--- config.mk ---
export PLATFORM = sky130hd
export DESIGN_NAME = fetch_queue
export DESIGN_NICKNAME = d
export VERILOG_FILES = /design/src/rtl/fetch_queue.sv
export SDC_FILE = /design/constraint.sdc
export NUM_CORES = 1
export LEC_CHECK = 0
export CORE_MARGIN = 8
export CORE_UTILIZATION = 49
export CTS_CLUSTER_SIZE = 10
export DETAILED_ROUTE_END_ITERATION = 12
export HOLD_SLACK_MARGIN = 0.12
export PLACE_DENSITY = 0.87
export RECOVER_POWER = 25
export SYNTH_ARGS = -nofsm -noshare
export SYNTH_HDL_FRONTEND = slang
export SYNTH_SLANG_ARGS = --single-unit
--- constraint.sdc ---
create_clock -name clk -period 2.9 [get_ports clk]
set_clock_uncertainty 0.05 [all_clocks]
set_input_delay 0.58 -clock clk [delete_from_list [all_inputs] [get_ports clk]]
set_output_delay 0.58 -clock clk [all_outputs]
set_load 0.1 [all_outputs]
--- src/rtl/fetch_queue.sv ---
`default_nettype none
// ============================================================================
// fetch_queue: IF->ID instruction queue with valid/ready handshakes and flush.
// Revision: 1.0
// ============================================================================
module fetch_queue #(
  parameter int INSN_W = 32,
  parameter int PC_W   = 32,
  parameter int DEPTH  = 4,
  parameter int CNT_W  = 16
) (
  input  logic                       clk,
  input  logic                       reset,
  input  logic                       in_valid,
  output logic                       in_ready,
  input  logic [INSN_W-1:0]          in_insn,
  input  logic [PC_W-1:0]            in_pc_plus4,
  output logic                       out_valid,
  input  logic                       out_ready,
  output logic [INSN_W-1:0]          out_insn,
  output logic [PC_W-1:0]            out_pc_plus4,
  input  logic                       flush,
  output logic [$clog2(DEPTH):0]     count,
  output logic [CNT_W-1:0]           flush_cnt
);

  localparam int PTR_W = $clog2(DEPTH);
  localparam int OCC_W = PTR_W + 1;
  localparam logic [OCC_W-1:0] c_DEPTH = OCC_W'(DEPTH);

  logic [INSN_W-1:0] r_insn_mem [DEPTH];
  logic [PC_W-1:0]   r_pc_mem   [DEPTH];
  logic [PTR_W-1:0]  r_rd_ptr;
  logic [PTR_W-1:0]  r_wr_ptr;
  logic [OCC_W-1:0]  r_count;
  logic [CNT_W-1:0]  r_flush_cnt;

  logic w_full;
  logic w_empty;
  logic w_enq;
  logic w_deq;
  logic w_flush_hit;

  assign w_full  = (r_count == c_DEPTH);
  assign w_empty = (r_count == '0);
  assign w_enq   = in_valid && !w_full && !flush;
  assign w_deq   = !w_empty && out_ready && !flush;
  // A flush only counts when it actually throws work away.
  assign w_flush_hit = flush && (!w_empty || (in_valid && !w_full));

  always_ff @(posedge clk) begin
    if (w_enq) begin
      r_insn_mem[r_wr_ptr] <= in_insn;
      r_pc_mem[r_wr_ptr]   <= in_pc_plus4;
    end
  end

  always_ff @(posedge clk or posedge reset) begin
    if (reset) begin
      r_rd_ptr    <= '0;
      r_wr_ptr    <= '0;
      r_count     <= '0;
      r_flush_cnt <= '0;
    end else begin
      if (w_flush_hit && (r_flush_cnt != '1)) begin
        r_flush_cnt <= r_flush_cnt + CNT_W'(1);
      end
      if (flush) begin
        r_rd_ptr <= '0;
        r_wr_ptr <= '0;
        r_count  <= '0;
      end else begin
        if (w_enq) r_wr_ptr <= r_wr_ptr + PTR_W'(1);
        if (w_deq) r_rd_ptr <= r_rd_ptr + PTR_W'(1);
        if (w_enq && !w_deq)      r_count <= r_count + OCC_W'(1);
        else if (w_deq && !w_enq) r_count <= r_count - OCC_W'(1);
      end
    end
  end

  assign in_ready     = !w_full;
  assign out_valid    = !w_empty;
  assign out_insn     = w_empty ? '0 : r_insn_mem[r_rd_ptr];
  assign out_pc_plus4 = w_empty ? '0 : r_pc_mem[r_rd_ptr];
  assign count        = r_count;
  assign flush_cnt    = r_flush_cnt;

endmodule
`default_nettype wire

==> run summary <==
outcome: completed
# hold bufs at CTS: 0
clk slew on worst S/H paths: 60 ps
Synth top area share: 70.4%
Synth top cells by count: 256 x edfxtp_1, 70 x and2_1, 64 x mux4_2
Synth Area in Compound Gates: 1.34%
Most Used Layer, Global Route: met2
WL final: 22.0 mm
Worst-Margin Slew: 863 ps
DRT Pass-1 Iters: 4
initial antenna violation count: 4
Worst setup SP type: flip-flop
net count after synthesis: 607
fmax: 0.353 GHz
final setup violation count: 0
Core Region: 21,900 sq um
post-route ant nets: 0
WP data arrival: 2200 ps
Crit Path Max Fanout: 65
largest net degree at the start of global routing: 66
CTS sink cnt: 279
final hold viol count: 0
Crit Path Class: reg2out
clk buf depth: 3
period utilisation layout: 97.7%
synthesized flop and latch total: 279
grt met3 use: 4.39%
EDFF count, synth: 256
largest family of logic cells by synthesized area: multiplexers
htree depth: 2
Setup WS post-layout: 65.5 ps
Post-synth ARST share: 8.24%
Initial DRC Count: 303
worst rel slew slack: 42.4%
WL per Instance: 21.7 um
YS warnings: 0
Syn Area/Cell: 20.5 sq um
die width: 165 um
Seq/Total Area, Yosys: 75.6%
top-count cell post-synth: edfxtp_1
post-synthesis mux area share: 13.5%
min cycle time layout: 2830 ps
Port Buf Inserts: 153
Synth area leader: edfxtp_1
Num CTS Buffers: 34
GPL Wtd Cong: 0.834
full die area: 27,300 sq um
aggregate negative setup slack: 0 ps
Adder-Cell Fraction of Synth Area: 0.756%
Place WS: 273 ps
Cells after Synth: 532
total number of vias: 5,557
xor/xnor cell area share of the yosys netlist: 1.36%
root buffer cell: clkbuf_16
Post-Synth Simple-Gate Area: 6.36%
vias in the first global route: 6,104
total track usage: 16.1%
Via density: 5.49
Remaining Overflow, GRT: 0
GR Util met1: 20.3%
Post-Syn Area: 10,900 sq um
synth unique cells: 38
post-detailed-route DRC marker count: 0
HP Class: reg2reg
Ports: 154
initial core utilization: 49.9%
hpwl dp: 14.4 mm
fin. max-slew vios: 0
Max Cap Viol: 0
Worst Setup End Kind: output pin
global routing usage on met2: 27.4%
P&R area growth vs syn: 33.5%
synth top area cells: edfxtp_1 70%, mux4_2 13%, dfrtp_1 5.3%, and2_1 4.0%, xnor2_1 1.0%
most used flip-flop cell after synthesis: edfxtp_1
die height: 165 um
Core Rows: 54
share of layout cells above drive strength 1: 32.1%
Clk Latency, worst-skew pair: 490 ps
CTS tree: yes
first-pass GRT wire length: 33.7 mm
post-layout net count: 794
required time of the critical path: 2270 ps
## cell families (layout without fill, tap and decap cells)
logic type	count (synthesis)	count (layout)
adders and majority gates	6	6
and+or+nand+nor	116	116
other	0	1
muxes	67	67
DFF	279	279
xor gates and xnor gates	17	17
buffers and inverters	29	229
AOI/OAI and AO/OA	18	18
## metrics by stage
step / utilization [%] / instances / area (sq um) / hold slack (ps)
floorplan: - / 532 / 11000 / 493
global placement: 62.2 / 958 / 13600 / 435
detailed placement: 62.2 / 958 / 13600 / 445
CTS: 66.5 / 1009 / 14600 / 461
global route: 66.6 / 1013 / 14600 / 492
finish: 66.6 / 1013 / 14600 / 459
## cell type report
type	instances	area (sq um)
sequential	279	8270
antenna	1	2.50
timing repair buffer	174	2430
clock inverter	4	42.5
tap	280	350
clock buffer	45	892
multi-input combinational	224	2570
fill	1439	7300
inverter	6	22.5
## flip-flops by register name, indices dropped and copies added, names as in the netlist
name	count
r_insn_mem	128
r_rd_ptr	2
flush_cnt	16
count	3
r_wr_ptr	2
r_pc_mem	128
## critical path, cell delays in order (launching register included)
cell     delay (ps)
dfrtp_2         480
or3_2           540
buf_8           210
and2_1          240
buf_12          170
## layout by cell type (no fill, tap or decap), drive strengths merged, types with 2 or more instances in the layout
cell           count
xor2               4
xnor2             13
and3               3
mux2               2
clkbuf            45
nor3               7
and2              70
buf              106
dfrtp             23
edfxtp           256
ha                 5
o21ai              7
a21oi              2
nand2              9
nor2               7
and4               2
o211ai             2
dlygate4sd3       41
nor3b              3
inv                9
nand3              7
mux4              64
clkdlybuf4s50     27
nand4              3
o31ai              3
## layer usage
metal / routed length, um / part of all wire [%] / up-vias
met3: 1660 / 7.6 / 28
met4: 267 / 1.2 / 6
met2: 11200 / 51 / 214
met5: 34 / 0.15 / -
li1: - / - / 2492
met1: 8790 / 40 / 2817
## repair_timing
action | CTS | global route
setup endpoints to repair | 64 | 21
buffers inserted | 2 | 3
resized for setup | 1 | 3
endpoints found under the hold margin | 0 | 0
## worst paths after layout
path                                 endpoint           from  depth (start not counted)  slack, ps
worst min-delay path            flush_cnt[12]  flush_cnt[12]                          1        460
worst max register to register       count[2]       count[0]                          6        520
worst max-delay path              out_insn[3]       count[0]                          4         70
max in group asynchronous         r_rd_ptr[0]          reset                          2       1650
worst min register to register  flush_cnt[12]  flush_cnt[12]                          1        460
min in group asynchronous        flush_cnt[1]          reset                          2        520
Power is not shown: default switching activity piles up to over one toggle a cycle in this logic, so the estimate is an artifact.
